$ cat config.mk
export PLATFORM = sky130hd
export DESIGN_NAME = dac_spi_tx
export DESIGN_NICKNAME = d
export VERILOG_FILES = /design/src/rtl/wavegen_pkg.sv /design/src/rtl/spi_shift16.sv /design/src/rtl/dac_spi_tx.sv
export SDC_FILE = /design/constraint.sdc
export NUM_CORES = 1
export LEC_CHECK = 0
export ABC_AREA = 1
export CAP_MARGIN = 20
export CELL_PAD_IN_SITES_DETAIL_PLACEMENT = 1
export CELL_PAD_IN_SITES_GLOBAL_PLACEMENT = 2
export CORE_MARGIN = 4
export CORE_UTILIZATION = 32
export DETAILED_ROUTE_END_ITERATION = 10
export GPL_ROUTABILITY_DRIVEN = 0
export HOLD_SLACK_MARGIN = 0.03
export PLACE_DENSITY_LB_ADDON = 0.1
export SLEW_MARGIN = 20
export SYNTH_ARGS = -nofsm -noshare
export SYNTH_HDL_FRONTEND = slang
export SYNTH_SLANG_ARGS = --single-unit
$ cat constraint.sdc
create_clock -name clk -period 2.35 [get_ports clk]
set_clock_uncertainty 0.2 [all_clocks]
set_input_delay 0.235 -clock clk [delete_from_list [all_inputs] [get_ports clk]]
set_output_delay 0.235 -clock clk [all_outputs]
set_load 0.01 [all_outputs]
$ cat src/rtl/wavegen_pkg.sv
// Shared types and helpers for the waveform generator DAC path:
// transmitter FSM states and the MCP4922-style command frame layout.
package wavegen_pkg;

  typedef enum logic [2:0] {
    ST_IDLE,
    ST_CS_SETUP,
    ST_SHIFT,
    ST_CS_HOLD,
    ST_CS_GAP,
    ST_LDAC
  } dac_state_e;

  localparam int FRAME_AB_POS   = 15;
  localparam int FRAME_BUF_POS  = 14;
  localparam int FRAME_GA_POS   = 13;
  localparam int FRAME_SHDN_POS = 12;

  function automatic logic [15:0] build_dac_frame(
    input logic        ch,
    input logic        buf_bit,
    input logic        ga_n,
    input logic        shdn_n,
    input logic [11:0] word
  );
    logic [15:0] frame;
    frame                 = '0;
    frame[11:0]           = word;
    frame[FRAME_AB_POS]   = ch;
    frame[FRAME_BUF_POS]  = buf_bit;
    frame[FRAME_GA_POS]   = ga_n;
    frame[FRAME_SHDN_POS] = shdn_n;
    return frame;
  endfunction

endpackage

$ cat src/rtl/spi_shift16.sv
// 16-bit SPI mode-0 shifter: MSB first, MOSI changes only at SCK falling
// edges, each half-period lasting CLK_DIV clk cycles.
module spi_shift16 #(
  parameter int unsigned CLK_DIV = 5
) (
  input  logic        clk_i,
  input  logic        reset_i,
  input  logic        load_i,
  input  logic [15:0] frame_i,
  input  logic        start_i,
  output logic        sck_o,
  output logic        mosi_o,
  output logic        done_o
);

  localparam logic [15:0] DIV_LAST = 16'(CLK_DIV - 1);

  logic        active_q, active_d;
  logic        sck_q, sck_d;
  logic [15:0] div_q, div_d;
  logic [3:0]  bit_q, bit_d;
  logic [15:0] shreg_q, shreg_d;
  logic        divEnd;

  assign divEnd = (div_q == DIV_LAST);
  // Asserted during the final cycle of bit 15's high half, so the owner can
  // leave its shift state on the same edge that drops SCK.
  assign done_o = active_q && sck_q && divEnd && (bit_q == 4'd15);
  assign sck_o  = sck_q;
  assign mosi_o = shreg_q[15];

  always_comb begin
    active_d = active_q;
    sck_d    = sck_q;
    div_d    = div_q;
    bit_d    = bit_q;
    shreg_d  = shreg_q;
    if (load_i) begin
      shreg_d = frame_i;
    end
    if (start_i) begin
      active_d = 1'b1;
      sck_d    = 1'b0;
      div_d    = '0;
      bit_d    = '0;
    end else if (active_q) begin
      if (divEnd) begin
        div_d = '0;
        sck_d = ~sck_q;
        if (sck_q) begin
          shreg_d = {shreg_q[14:0], 1'b0};
          bit_d   = bit_q + 4'd1;
          if (bit_q == 4'd15) begin
            active_d = 1'b0;
          end
        end
      end else begin
        div_d = div_q + 16'd1;
      end
    end
  end

  always_ff @(posedge clk_i) begin
    if (reset_i) begin
      active_q <= 1'b0;
      sck_q    <= 1'b0;
      div_q    <= '0;
      bit_q    <= '0;
      shreg_q  <= '0;
    end else begin
      active_q <= active_d;
      sck_q    <= sck_d;
      div_q    <= div_d;
      bit_q    <= bit_d;
      shreg_q  <= shreg_d;
    end
  end

endmodule

$ cat src/rtl/dac_spi_tx.sv
// Dual-channel DAC SPI transmitter: per sample strobe sends frame A, then
// frame B, then pulses LDAC so both DAC outputs update together.
module dac_spi_tx
  import wavegen_pkg::*;
#(
  parameter int unsigned CLK_DIV      = 5,
  parameter int unsigned CS_SETUP_CYC = 2,
  parameter int unsigned CS_GAP_CYC   = 4,
  parameter int unsigned LDAC_CYC     = 4,
  parameter logic        BUF_BIT      = 1'b0,
  parameter logic        GA_N_BIT     = 1'b1
) (
  input  logic        clk,
  input  logic        reset,
  input  logic        clk_sampling,
  input  logic        enableA,
  input  logic        enableB,
  input  logic [11:0] dacA_word,
  input  logic [11:0] dacB_word,
  output logic        spi_sck,
  output logic        spi_mosi,
  output logic        spi_cs_n,
  output logic        dac_ldac_n,
  output logic        busy,
  output logic        frame_done,
  output logic        overrun
);

  localparam logic [15:0] SETUP_LAST = 16'(CS_SETUP_CYC - 1);
  localparam logic [15:0] HOLD_LAST  = 16'(CLK_DIV - 1);
  localparam logic [15:0] GAP_LAST   = 16'(CS_GAP_CYC - 1);
  localparam logic [15:0] LDAC_LAST  = 16'(LDAC_CYC - 1);

  dac_state_e  state_q, state_d;
  logic [15:0] cnt_q, cnt_d;
  logic        frameB_q, frameB_d;
  logic [11:0] wordB_q, wordB_d;
  logic        enB_q, enB_d;
  logic        overrun_q, overrun_d;
  logic        csN_q, csN_d;
  logic        ldacN_q, ldacN_d;
  logic        busy_q, busy_d;
  logic        frameDone_q, frameDone_d;
  logic        shLoad, shStart, shDone;
  logic [15:0] shFrame;

  spi_shift16 #(.CLK_DIV(CLK_DIV)) u_shift (
    .clk_i   (clk),
    .reset_i (reset),
    .load_i  (shLoad),
    .frame_i (shFrame),
    .start_i (shStart),
    .sck_o   (spi_sck),
    .mosi_o  (spi_mosi),
    .done_o  (shDone)
  );

  // Frame A goes straight into the shift register at the strobe; only the
  // channel-B word and enable need shadowing until the gap ends.
  always_comb begin
    state_d   = state_q;
    cnt_d     = cnt_q;
    frameB_d  = frameB_q;
    wordB_d   = wordB_q;
    enB_d     = enB_q;
    overrun_d = overrun_q;
    shLoad    = 1'b0;
    shStart   = 1'b0;
    shFrame   = '0;
    unique case (state_q)
      ST_IDLE: begin
        if (clk_sampling) begin
          wordB_d  = dacB_word;
          enB_d    = enableB;
          shFrame  = build_dac_frame(1'b0, BUF_BIT, GA_N_BIT, enableA, dacA_word);
          shLoad   = 1'b1;
          frameB_d = 1'b0;
          cnt_d    = '0;
          state_d  = ST_CS_SETUP;
        end
      end
      ST_CS_SETUP: begin
        if (cnt_q == SETUP_LAST) begin
          cnt_d   = '0;
          shStart = 1'b1;
          state_d = ST_SHIFT;
        end else begin
          cnt_d = cnt_q + 16'd1;
        end
      end
      ST_SHIFT: begin
        if (shDone) begin
          cnt_d   = '0;
          state_d = ST_CS_HOLD;
        end
      end
      ST_CS_HOLD: begin
        if (cnt_q == HOLD_LAST) begin
          cnt_d   = '0;
          state_d = frameB_q ? ST_LDAC : ST_CS_GAP;
        end else begin
          cnt_d = cnt_q + 16'd1;
        end
      end
      ST_CS_GAP: begin
        if (cnt_q == GAP_LAST) begin
          cnt_d    = '0;
          shFrame  = build_dac_frame(1'b1, BUF_BIT, GA_N_BIT, enB_q, wordB_q);
          shLoad   = 1'b1;
          frameB_d = 1'b1;
          state_d  = ST_CS_SETUP;
        end else begin
          cnt_d = cnt_q + 16'd1;
        end
      end
      ST_LDAC: begin
        if (cnt_q == LDAC_LAST) begin
          cnt_d   = '0;
          state_d = ST_IDLE;
        end else begin
          cnt_d = cnt_q + 16'd1;
        end
      end
      default: state_d = ST_IDLE;
    endcase
    if (clk_sampling && (state_q != ST_IDLE)) begin
      overrun_d = 1'b1;
    end
  end

  // Pin levels are decoded from the next state so they register in step
  // with the state they belong to.
  always_comb begin
    csN_d       = !((state_d == ST_CS_SETUP) || (state_d == ST_SHIFT) ||
                    (state_d == ST_CS_HOLD));
    ldacN_d     = (state_d != ST_LDAC);
    busy_d      = (state_d != ST_IDLE);
    frameDone_d = (state_q == ST_LDAC) && (state_d == ST_IDLE);
  end

  always_ff @(posedge clk) begin
    if (reset) begin
      state_q     <= ST_IDLE;
      cnt_q       <= '0;
      frameB_q    <= 1'b0;
      wordB_q     <= '0;
      enB_q       <= 1'b0;
      overrun_q   <= 1'b0;
      csN_q       <= 1'b1;
      ldacN_q     <= 1'b1;
      busy_q      <= 1'b0;
      frameDone_q <= 1'b0;
    end else begin
      state_q     <= state_d;
      cnt_q       <= cnt_d;
      frameB_q    <= frameB_d;
      wordB_q     <= wordB_d;
      enB_q       <= enB_d;
      overrun_q   <= overrun_d;
      csN_q       <= csN_d;
      ldacN_q     <= ldacN_d;
      busy_q      <= busy_d;
      frameDone_q <= frameDone_d;
    end
  end

  assign spi_cs_n   = csN_q;
  assign dac_ldac_n = ldacN_q;
  assign busy       = busy_q;
  assign frame_done = frameDone_q;
  assign overrun    = overrun_q;

endmodule
* After elaboration in Yosys (flattened, before gate mapping) *
Cells that the tools add are included.

cells by class
  $add $sub $neg = 3
  equality and inequality tests = 17
  mux-type cells = 36
  bitwise operators = 1
  reductions and logical operators = 21

operator list
  cell                                                              number
  16-bit two-way mux                                                12
  16-bit one-hot mux with 5 select lines                            1
  16-bit by 1-bit adder with 16-bit output, second input constant   2
  16-bit by 3-bit == test with 1-bit output, second input constant  2
  16-bit one-hot mux with 2 select lines                            1
  3-bit two-way mux                                                 6
  3-bit one-hot mux with 6 select lines                             1
  16-bit by 1-bit == test with 1-bit output, second input constant  1
  16-bit by 2-bit == test with 1-bit output, second input constant  1
  14-bit two-way mux                                                1
  3-bit by 2-bit == test with 1-bit output, second input constant   4
  1-bit two-way mux                                                 12
  3-bit AND reduction                                               3
  3-bit by 1-bit == test with 1-bit output, second input constant   2
  3-bit == test, second input constant                              2
  3-bit zero test                                                   2
  2-bit != test, second input constant                              3
  3-bit nonzero test                                                2
  1-bit logical AND                                                 5
  5-bit nonzero test                                                1
  4-bit by 1-bit adder with 4-bit output, second input constant     1
  4-bit == test, second input constant                              1
  1-bit one-hot mux with 2 select lines                             2
  2-bit AND reduction                                               2
  other kinds (6)                                                   8

word-level totals
  register bits after elaboration = 76
  input port bits = 29

* Depth between registers and ports, before layout *
Gate-level depths: netlist (run 1).

  depth after elaboration = 9
  gate-level depth with buffers = 12
  depth with buffers taken out = 11

* Cells and area by module *
From an unflattened synthesis (run 1), not the netlist that was laid out.

unflattened totals
  cells, all modules = 643
  area total of the unflattened synthesis = 4,311.6 µm²

by module, submodules not included
  module       instances  cells each  area each (µm²)  sequential area each (µm²)
  dac_spi_tx   1          335         2,234.6          760.7
  spi_shift16  1          308         2,077.0          760.7

* Worst setup path after synthesis (run 1) *
Ideal clock, no wire load.

  path type = register -> register
  from = register cnt_q[0]
  to = register u_shift.shreg_q[10]
  arrival = 1.430 ns
  required time = 2.041 ns
  slack = 0.611 ns
  stages on the path, launching flop included = 12
  buffers on the path = 1
  period minus slack after synthesis = 1.739 ns
  cells stage by stage = dfxtp_1 > ha_1 > nand3_1 > nor2_2 > nand3_2 > nand2_1 > inv_2 > buf_6 > nand2_1 > nand3_1 > nand2_1 > inv_1

between the ends
  cells in the longest elaborated chain, start to end = 8
  elaborated cells between the ends (all ways) = 13

RTL lines
  what                                                                                                    RTL line           RTL
  start: declaration                                                                                      dac_spi_tx.sv:35   logic [15:0] cnt_q, cnt_d;
  start signal: assignment                                                                                dac_spi_tx.sv:155  cnt_q <= cnt_d;
  16-bit by 2-bit == test with 1-bit output                                                               dac_spi_tx.sv:106  if (cnt_q == GAP_LAST) begin
  16-bit two-way mux / 1-bit two-way mux (equally long branches)                                          dac_spi_tx.sv:106
  16-bit one-hot mux with 2 select lines / 1-bit one-hot mux with 2 select lines (equally long branches)  dac_spi_tx.sv:70   unique case (state_q)
  16-bit two-way mux                                                                                      spi_shift16.sv:38  if (load_i) begin
  16-bit two-way mux                                                                                      spi_shift16.sv:50  if (sck_q) begin
  16-bit two-way mux                                                                                      spi_shift16.sv:47  if (divEnd) begin
  16-bit two-way mux                                                                                      spi_shift16.sv:46  end else if (active_q) begin
  16-bit two-way mux *                                                                                    spi_shift16.sv:41  if (start_i) begin
  end signal: assignment                                                                                  spi_shift16.sv:75  shreg_q <= shreg_d;
  end: declaration                                                                                        spi_shift16.sv:22  logic [15:0] shreg_q, shreg_d;

Mark *: on every way between the ends. The rest lies on a longest branch, timed or not.
A chain may end at the register's enable or synchronous reset.

* Final worst setup path (run 1) *
  from = register cnt_q[0]
  to = register cnt_q[8]

between the ends
  cells in the longest elaborated chain, start to end = 3
  elaborated cells between the ends (all ways) = 8

RTL lines
  what                                                              RTL line
  16-bit by 1-bit adder with 16-bit output (tied with other cells)  n/a
  16-bit two-way mux, on equally long branches                      n/a
  16-bit one-hot mux with 5 select lines *                          dac_spi_tx.sv:70

Marks and branches as above.

==> run summary, run 1 <==
========================================================================================================
# IOs                                                                                                 36
Peak per-stage delay on the critical path                                                        0.42 ns
Buffer depth of the longest clock path                                                                 2
Status                                                                                      finished clean
Crit share post-route                                                                              88.6%
Worst setup path category                                                                   flip-flop to flip-flop
Warnings from Yosys                                                                                    0
Measured slew at the worst slew-check pin                                                       0.509 ns
ANT cells                                                                                              0
Detail-routed via count per cell                                                                    4.76
Final Max Slew Viols                                                                                   0
Net count of the mapped netlist                                                                      636
Sequential-to-total area share from yosys stat                                                     37.7%
Unrepaired setup endpoints after global routing                                                    false
Row Count                                                                                             40
Count of different cell masters after synthesis                                                       38
Critical-path top delay cell                                                                      nor2_1
Library cell used as clock root buffer                                                         clkbuf_16
Routed length per placed instance                                                                14.4 um
Final sum of negative setup slack                                                                   0 ns
Placed wire-length estimate after detailed placement                                             8620 um
Reg2Reg Capture Point                                                                           cnt_q[8]
Non-Filler Cell Area, Final                                                                 0.00482 mm^2
Placeable Area                                                                               0.0122 mm^2
Synthesized area per cell                                                                      6.71 um^2
Total number of vias                                                                                3835
Part of the total power dissipated in sequential elements                                          44.6%
Peak fanout along the critical path                                                                    5
Predominant post-synthesis flop cell                                                             dfxtp_1
Total Wirelength                                                                                11600 um
Starting density of the core                                                                       33.2%
Synthesized area                                                                            0.00403 mm^2
Combinational share of power                                                                       11.0%
TritonCTS Sinks                                                                                       76
Worst-case reg-to-reg path depth                                                                       9
Iter 0 DRT Violations                                                                                154
Power per Cell Area                                                                          640 mW/mm^2
Fillcell total                                                                                      1562
RR Startpoint                                                                                   cnt_q[0]
Hold Violations, Final                                                                                 0
Category of the worst setup path launch point                                                  flip-flop
Die footprint                                                                                0.0145 mm^2
Data arrival at the endpoint of the critical path                                                2.15 ns
Area after detailed placement                                                               0.00454 mm^2
DRC viols                                                                                              0
Die width                                                                                         120 um
Worst setup path endpoint                                                                       cnt_q[8]
Antenna violation net count after detailed routing                                                     0
Kind of capture point of the worst setup path                                                  flip-flop
Internal                                                                                         2310 uW
Ordered cell list for the critical path                                                     ha_1, nand3_1, nor2_1, nand3_1, nand2_1, nand2_1, inv_1, o31ai_1, a21oi_1
Mapped Cells                                                                                         601
Number of setup violations in the final report                                                         0
Switching portion of total power                                                                   24.9%
Worst-Skew Late Latency                                                                          0.34 ns
Cells resized by post-CTS repair                                                                       0
Leakage                                                                                       0.00211 uW
Async SR Flop Fraction                                                                                0%
Pin count of the biggest net entering global routing                                                  27
Number of synthesized register bits                                                                   76
Die H                                                                                             120 um
Required time of the worst setup path                                                            2.42 ns
Max capacitance violation total                                                                        0
Cts hold-fix bufs                                                                                      0
Global routing usage summed across all routing layers                                              17.0%
Tightest Hold Check Type                                                                    flip-flop to flip-flop
Net switching power figure                                                                        767 uW
Min cycle time layout                                                                            2.08 ns
Post-CTS clock slew at the launch and capture registers of the worst setup and hold paths        0.06 ns
Clock tree from TritonCTS                                                                           done
Ratio of cells with drive above 1 in the final layout                                              7.69%
Peak supply drop                                                                                0.343 mV
DRT Pass-1 Iters                                                                                       4
Post-layout nets                                                                                     670
Relative slew margins                                                                              66.0%
Post-synthesis to final-layout area growth                                                         19.4%
Initial antenna violation count                                                                        0
Leading cell type in the layout, fill and taps excluded                                          nand2_1
Inserted Clock Buffers                                                                                 9
Number of enable flip-flop cells after synthesis                                                       0
Most frequent cells in the layout                                                           nand2_1, inv_1, dfxtp_1, nor2_1, a21oi_1
H-tree depth                                                                                           3
First-pass GRT wire length                                                                      19500 um
Via count of the first global-routing pass                                                          3879
Global-route congestion overflow total                                                                 0
Peak clock frequency supported by timing                                                         480 MHz
Flop-to-flop setup slack                                                                         0.27 ns
CP startpoint                                                                                   cnt_q[0]
Setup bufs post-CTS                                                                                    0
Number of buffers added on ports                                                                      35
Fraction of power consumed by the clock network                                                    44.4%
========================================================================================================
[cell type report]
cell class,count,area [um^2],share of cell area [%]
Timing Repair Buffer,43,410,8.52
Inverter,81,304,6.31
Multi-Input combinational cell,424,2090,43.4
Clock buffer,11,243,5.04
Sequential cell,76,1520,31.6
Clock inverter,2,37.5,0.779
Tap cell,168,210,4.36
[power by group through the flow]
| stage | combinational (uW) | clock (uW) | sequential, uW |
|---|---|---|---|
| 2_1_floorplan | 214 | 0 | 1400 |
| 3_3_place_gp | 338 | 0 | 1400 |
| 3_5_place_dp | 345 | 0 | 1400 |
| 4_1_cts | 347 | 1410 | 1370 |
| 5_1_grt | 389 | 1450 | 1380 |
| 6_report | 339 | 1370 | 1370 |
[through the flow]
step	utilization, %	setup slack, ns	power (uW)	hold slack, ns	cells
after floorplan	-	0.611	1610	0.104	601
after global placement	37.3	0.328	1740	0.244	792
after detailed placement	37.3	0.271	1750	0.252	792
after CTS	39.6	0.248	3130	0.261	805
after global routing	39.6	0.0592	3220	0.288	805
final	39.6	0.267	3080	0.254	805
[critical path: cells and delay by family (launching register included)]
family                   cells  cell delay, ns
flip-flops                   1            0.40
buffers and inverters        1            0.04
AND/OR/NAND/NOR              5            0.88
AO/OA/AOI/OAI                2            0.20
adder cells (fa/ha/maj)      1            0.28
[how the worst min path moves through the flow]
stage	startpoint	to	slack (ns)	depth (start not counted)
detailed placement	wordB_q[4]	wordB_q[4]	0.25	2
floorplan	reset	cnt_q[6]	0.10	1
global placement	wordB_q[4]	wordB_q[4]	0.24	2
finish	wordB_q[8]	wordB_q[8]	0.25	2
global route	wordB_q[8]	wordB_q[8]	0.29	2
CTS	wordB_q[4]	wordB_q[4]	0.26	2
[registers in the layout (all words and copies together), names as in the netlist]
signal / flops
u_shift.sck_o: 1
u_shift.shreg_q: 16
u_shift.div_q: 16
dac_ldac_n: 1
enB_q: 1
spi_cs_n: 1
wordB_q: 12
busy: 1
u_shift.bit_q: 4
cnt_q: 16
frameB_q: 1
u_shift.active_q: 1
frame_done: 1
overrun: 1
state_q: 3
[synth_stat cells, drive strengths merged, types with 2 or more instances]
cell	n	area (um^2)
nand2	163	647
inv	81	304
nor2	78	328
dfxtp	76	1520
a21oi	52	260
nand3	43	235
o21ai	25	125
xor2	13	114
nand4	11	75.1
buf	10	80.1
clkbuf	10	37.5
o31ai	10	75.1
nor3	8	50.1
ha	6	75.1
or2	4	25.0
o21bai	2	15.0
[logic make-up (layout without fill, tap and decap cells)]
| group | Yosys count | in the layout | share of synthesized area, % |
|---|---|---|---|
| XOR/XNOR | 14 | 14 | 3.04 |
| AND/OR/NAND/NOR | 311 | 311 | 34.4 |
| buffers and inverters | 101 | 137 | 10.5 |
| flip-flops | 76 | 76 | 37.7 |
| AO/OA/AOI/OAI | 93 | 93 | 12.5 |
| adder cells (fa/ha/maj) | 6 | 6 | 1.86 |
[routing by layer]
metal  track usage (%)  vias to the layer above  wire length [um]
met5                 0                        -                 0
met4              7.22                        0               291
met3              3.65                       17               356
met2              27.7                       48              5390
met1              21.7                     1797              5560
li1                  -                     1973                 -
No activity file was read; power rests on OpenSTA's default activity.
==> inputs of run 2 (changes only) <==
CTS_BUF_LIST = sky130_fd_sc_hd__clkbuf_16   (was unset)
RECOVER_POWER = 100   (was unset)
SLEW_MARGIN = unset   (was 20)
==> run 2 against run 1 <==
Design area down 0.86%. First-iteration DRC count up 3.2%. Largest power group unchanged. Count of clock-buffer cells in the layout down 2. Clock power down 3%. Sequential share of layout area up 0.27 points. Global-route usage unchanged. Largest cell class unchanged.
==> run summary, run 2 (synthesis gave the netlist of run 1 again) <==
========================================================================================================
Share of the core filled with cells                                                                39.3%
Post-synthesis to final-layout area growth                                                         18.4%
Required time of the worst setup path                                                            2.42 ns
Relative slew margins                                                                              66.3%
Measured slew at the worst slew-check pin                                                       0.505 ns
Detail-routed via count per cell                                                                    4.77
Post-CTS clock slew at the launch and capture registers of the worst setup and hold paths        0.06 ns
DRC viols                                                                                              0
Final Max Slew Viols                                                                                   0
Leading cell type in the layout, fill and taps excluded                                          nand2_1
Buffer depth of the longest clock path                                                                 2
Largest registers ranked by flip-flop count                                                 cnt_q (16), u_shift.div_q (16), u_shift.shreg_q (16)
Number of stages on the worst setup path                                                               9
Ratio of cells with drive above 1 in the final layout                                              6.28%
Kind of capture point of the worst setup path                                                  flip-flop
Peak clock frequency supported by timing                                                         482 MHz
Inserted Clock Buffers                                                                                 9
CP startpoint                                                                                   cnt_q[0]
Fillcell total                                                                                      1569
Unrepaired setup endpoints after global routing                                                    false
Cells resized by post-CTS repair                                                                       0
Total number of vias                                                                                3841
Clock tree from TritonCTS                                                                           done
Initial antenna violation count                                                                        0
Iter 0 DRT Violations                                                                                159
Post-layout nets                                                                                     670
Routed length per placed instance                                                                14.4 um
# IOs                                                                                                 36
Worst-case reg-to-reg path depth                                                                       9
Tightest Hold Check Type                                                                    flip-flop to flip-flop
Final Instance Count excl. Fillers                                                                   805
Hold Violations, Final                                                                                 0
Number of setup violations in the final report                                                         0
Flop-to-flop setup slack                                                                         0.27 ns
Placed instance count                                                                                792
Library cell used as clock root buffer                                                         clkbuf_16
Max capacitance violation total                                                                        0
Starting density of the core                                                                       33.2%
Peak per-stage delay on the critical path                                                        0.42 ns
Cts hold-fix bufs                                                                                      0
TritonCTS Sinks                                                                                       76
Crit share post-route                                                                              88.4%
Die width                                                                                         120 um
Hold path depth                                                                                        2
Category of the worst setup path launch point                                                  flip-flop
Global routing usage summed across all routing layers                                              17.0%
Setup bufs post-CTS                                                                                    0
Peak supply drop                                                                                0.343 mV
Ordered cell list for the critical path                                                     ha_1, nand3_1, nor2_1, nand3_1, nand2_1, nand2_1, inv_1, o31ai_1, a21oi_1
Total Wirelength                                                                                11600 um
Antenna violation net count after detailed routing                                                     0
Number of buffers added on ports                                                                      35
Most frequent cells in the layout                                                           nand2_1, inv_1, dfxtp_1, nor2_1, a21oi_1
Placed wire-length estimate after detailed placement                                             8620 um
Die footprint                                                                                0.0145 mm^2
Global-route congestion overflow total                                                                 0
Number of buffers and inverters on the critical path                                                   1
Via count of the first global-routing pass                                                          3873
Worst setup path endpoint                                                                       cnt_q[8]
Power per Cell Area                                                                          635 mW/mm^2
Critical-path top delay cell                                                                      nor2_1
Peak fanout along the critical path                                                                    5
Die H                                                                                             120 um
First-pass GRT wire length                                                                      19500 um
Placeable Area                                                                               0.0122 mm^2
Worst setup path category                                                                   flip-flop to flip-flop
Leakage                                                                                       0.00211 uW
Row Count                                                                                             40
Status                                                                                      finished clean
DRT Pass-1 Iters                                                                                       4
ANT cells                                                                                              0
Final sum of negative setup slack                                                                   0 ns
Data arrival at the endpoint of the critical path                                                2.14 ns
Pin count of the biggest net entering global routing                                                  27
Reg2Reg Capture Point                                                                           cnt_q[8]
Crit path max-delay family                                                                  simple AND/OR/NAND/NOR gates
Min cycle time layout                                                                            2.08 ns
Worst-Skew Late Latency                                                                          0.34 ns
H-tree depth                                                                                           3
RR Startpoint                                                                                   cnt_q[0]
========================================================================================================
run 2: final cells by class:
| cell class | instances | area [um^2] | share of cell area, % |
|---|---|---|---|
| well taps | 168 | 210 | 4.40 |
| multi-input cells | 424 | 2070 | 43.3 |
| repair buffers | 43 | 400 | 8.38 |
| inverters | 81 | 304 | 6.37 |
| flip-flops and latches | 76 | 1520 | 31.9 |
| clock inverters | 4 | 45.0 | 0.943 |
| clock buffers | 9 | 225 | 4.72 |
run 2: metal layers:
metal	global-route usage, %	part of all wire (%)	up-vias
met5	0	0	-
met4	7.22	2.5	0
met3	3.65	3.2	17
met2	27.7	47	49
met1	21.7	48	1803
li1	-	-	1972
run 2: power breakdown:
| group | switching [uW] | internal (uW) | leakage (uW) |
|---|---|---|---|
| clock | 533 | 797 | 0.000132 |
| combinational | 203 | 126 | 0.00136 |
| sequential | 27.6 | 1350 | 0.000619 |
run 2: metrics by stage:
step                hold slack [ns]  power (uW)  setup slack [ns]  area [um^2]
floorplan                     0.104        1610             0.611         4030
global placement              0.244        1740             0.328         4540
detailed placement            0.252        1750             0.271         4540
CTS                           0.261        3090             0.249         4810
global route                  0.288        3170            0.0428         4780
finish                        0.256        3030             0.273         4780
run 2: how the worst min path moves through the flow:
stage                     from         end  slack [ns]
global placement    wordB_q[4]  wordB_q[4]        0.24
floorplan                reset    cnt_q[6]        0.10
global route        wordB_q[8]  wordB_q[8]        0.29
finish              wordB_q[8]  wordB_q[8]        0.26
detailed placement  wordB_q[4]  wordB_q[4]        0.25
CTS                 wordB_q[4]  wordB_q[4]        0.26
run 2: tightest hold or removal path, delay by kind of cell (launching register included):
family,cells,cell delay (ns)
flip-flops,1,0.30
buffers and inverters,1,0.06
AO/OA/AOI/OAI,1,0.06
==> inputs of run 3 (changes only) <==
CORE_UTILIZATION = 25   (was 32)
CTS_CLUSTER_SIZE = 8   (was unset)
==> run 3 against run 2 <==
Sequential power is essentially flat. Total power shrank 1.5%. Count of clock-buffer cells in the layout is the same. Critical path depth shrank 3. Combinational power grew 2%. Sequential cell count is the same. Wire length grew 3.0%. Cell count grew 6.7%. Via count shrank 0.16%. Largest cell class unchanged. Highest routed layer unchanged.
==> run summary, run 3 (synthesis gave the netlist of run 1 again) <==
========================================================================================================
Area of the multi-input gates                                                               0.00208 mm^2
Routed length per placed instance                                                                13.9 um
Detail-routed via count per cell                                                                    4.46
Inserted Clock Buffers                                                                                 9
DRC viols                                                                                              0
Post-layout nets                                                                                     673
Number of setup violations in the final report                                                         0
Crit share post-route                                                                              87.5%
Most frequent cells in the layout                                                           nand2_1, inv_1, dfxtp_1, nor2_1, a21oi_1
Min cycle time layout                                                                            2.06 ns
DRT Pass-1 Iters                                                                                       4
Number of buffers added on ports                                                                      35
Die H                                                                                             135 um
Total number of vias                                                                                3835
Max capacitance violation total                                                                        0
Pin count of the biggest net entering global routing                                                  31
H-tree depth                                                                                           3
Relative slew margins                                                                              35.7%
Worst setup path endpoint                                                                   u_shift.shreg_q[15]
Peak supply drop                                                                                0.304 mV
Worst-Skew Late Latency                                                                          0.34 ns
Initial antenna violation count                                                                        0
Iter 0 DRT Violations                                                                                109
Data arrival at the endpoint of the critical path                                                2.14 ns
Starting density of the core                                                                       25.5%
Global routing usage summed across all routing layers                                              14.1%
Final sum of negative setup slack                                                                   0 ns
Status                                                                                      finished clean
Die width                                                                                         135 um
Reg2Reg Capture Point                                                                       u_shift.shreg_q[15]
Die footprint                                                                                0.0182 mm^2
Placed wire-length estimate after detailed placement                                             8990 um
Category of the worst setup path launch point                                                  flip-flop
Post-synthesis to final-layout area growth                                                         20.7%
Leakage                                                                                       0.00212 uW
Via count of the first global-routing pass                                                          4056
Post-CTS clock slew at the launch and capture registers of the worst setup and hold paths        0.06 ns
Global-route congestion overflow total                                                                 0
Peak clock frequency supported by timing                                                         486 MHz
Flop-to-flop setup slack                                                                         0.29 ns
Clock tree from TritonCTS                                                                           done
Ratio of cells with drive above 1 in the final layout                                              7.93%
Unrepaired setup endpoints after global routing                                                    false
Tightest Hold Check Type                                                                    flip-flop to flip-flop
Placed instance count                                                                                843
Kind of capture point of the worst setup path                                                  flip-flop
Power per Cell Area                                                                          614 mW/mm^2
Final Instance Count excl. Fillers                                                                   859
Register cell area after layout                                                             0.00152 mm^2
Buffer depth of the longest clock path                                                                 2
# IOs                                                                                                 36
Measured slew at the worst slew-check pin                                                       0.965 ns
Total Wirelength                                                                                12000 um
Hold Violations, Final                                                                                 0
Placeable Area                                                                               0.0158 mm^2
First-pass GRT wire length                                                                      20200 um
TritonCTS Sinks                                                                                       76
Worst setup path category                                                                   flip-flop to flip-flop
ANT cells                                                                                              0
Antenna violation net count after detailed routing                                                     0
Library cell used as clock root buffer                                                         clkbuf_16
Required time of the worst setup path                                                            2.43 ns
Row Count                                                                                             46
Cts hold-fix bufs                                                                                      0
Peak fanout along the critical path                                                                   25
Fillcell total                                                                                      1987
Largest registers ranked by flip-flop count                                                 cnt_q (16), u_shift.div_q (16), u_shift.shreg_q (16)
Leading cell type in the layout, fill and taps excluded                                          nand2_1
CP startpoint                                                                                 state_q[0]
Worst-case reg-to-reg path depth                                                                       6
Setup bufs post-CTS                                                                                    0
RR Startpoint                                                                                 state_q[0]
Final Max Slew Viols                                                                                   0
========================================================================================================
run 3: how the worst min path moves through the flow:
stage / start / endpoint / slack, ns / cells past startpoint
floorplan: reset / cnt_q[6] / 0.10 / 1
global route: dacB_word[11] / wordB_q[11] / 0.27 / 3
CTS: enableB / enB_q / 0.25 / 3
global placement: wordB_q[6] / wordB_q[6] / 0.24 / 2
finish: wordB_q[3] / wordB_q[3] / 0.25 / 2
detailed placement: wordB_q[3] / wordB_q[3] / 0.25 / 2
run 3: layout make-up:
class | count | share of cell area [%]
clock buffer | 9 | 4.63
clock inverter | 7 | 0.874
multi-input combinational | 424 | 42.8
sequential | 76 | 31.3
inverter | 81 | 6.25
timing repair buffer | 46 | 8.64
tap | 216 | 5.55
run 3: power breakdown:
part	leakage, uW	total, uW	internal [uW]	switching, uW
sequential	0.000619	1370	1350	25.7
clock	0.000133	1280	709	571
combinational	0.00137	336	128	208
total	0.00212	2990	2180	805
run 3: routing by layer:
layer | wire length [um] | global-route usage [%]
met1 | 5470 | 16.8
met2 | 5910 | 24.8
met3 | 384 | 2.68
met4 | 209 | 5.54
met5 | 0 | 0
run 3: through the flow:
step	util (%)	setup slack (ns)	cell area, um^2	power, uW	hold WS [ns]
after floorplan	-	0.611	4030	1610	0.104
after global placement	29.2	0.281	4620	1750	0.242
after detailed placement	29.2	0.219	4620	1760	0.248
after CTS	30.9	0.200	4890	3080	0.248
after global routing	30.8	0.00727	4870	3160	0.272
final	30.8	0.294	4870	2990	0.251
run 3: what timing repair did:
item	4_1_cts	5_1_grt
resized for setup	0	1
endpoints found under the setup margin	0	1
endpoints found under the hold margin	0	0
run 3: critical path, cell delays in order (launching register included):
cell and delay (ns):
dfxtp_1 0.38, inv_1 0.13, nand4_2 0.14, clkbuf_1 0.74, nand2_1 0.11, and3_1 0.22
nor2_1 0.09
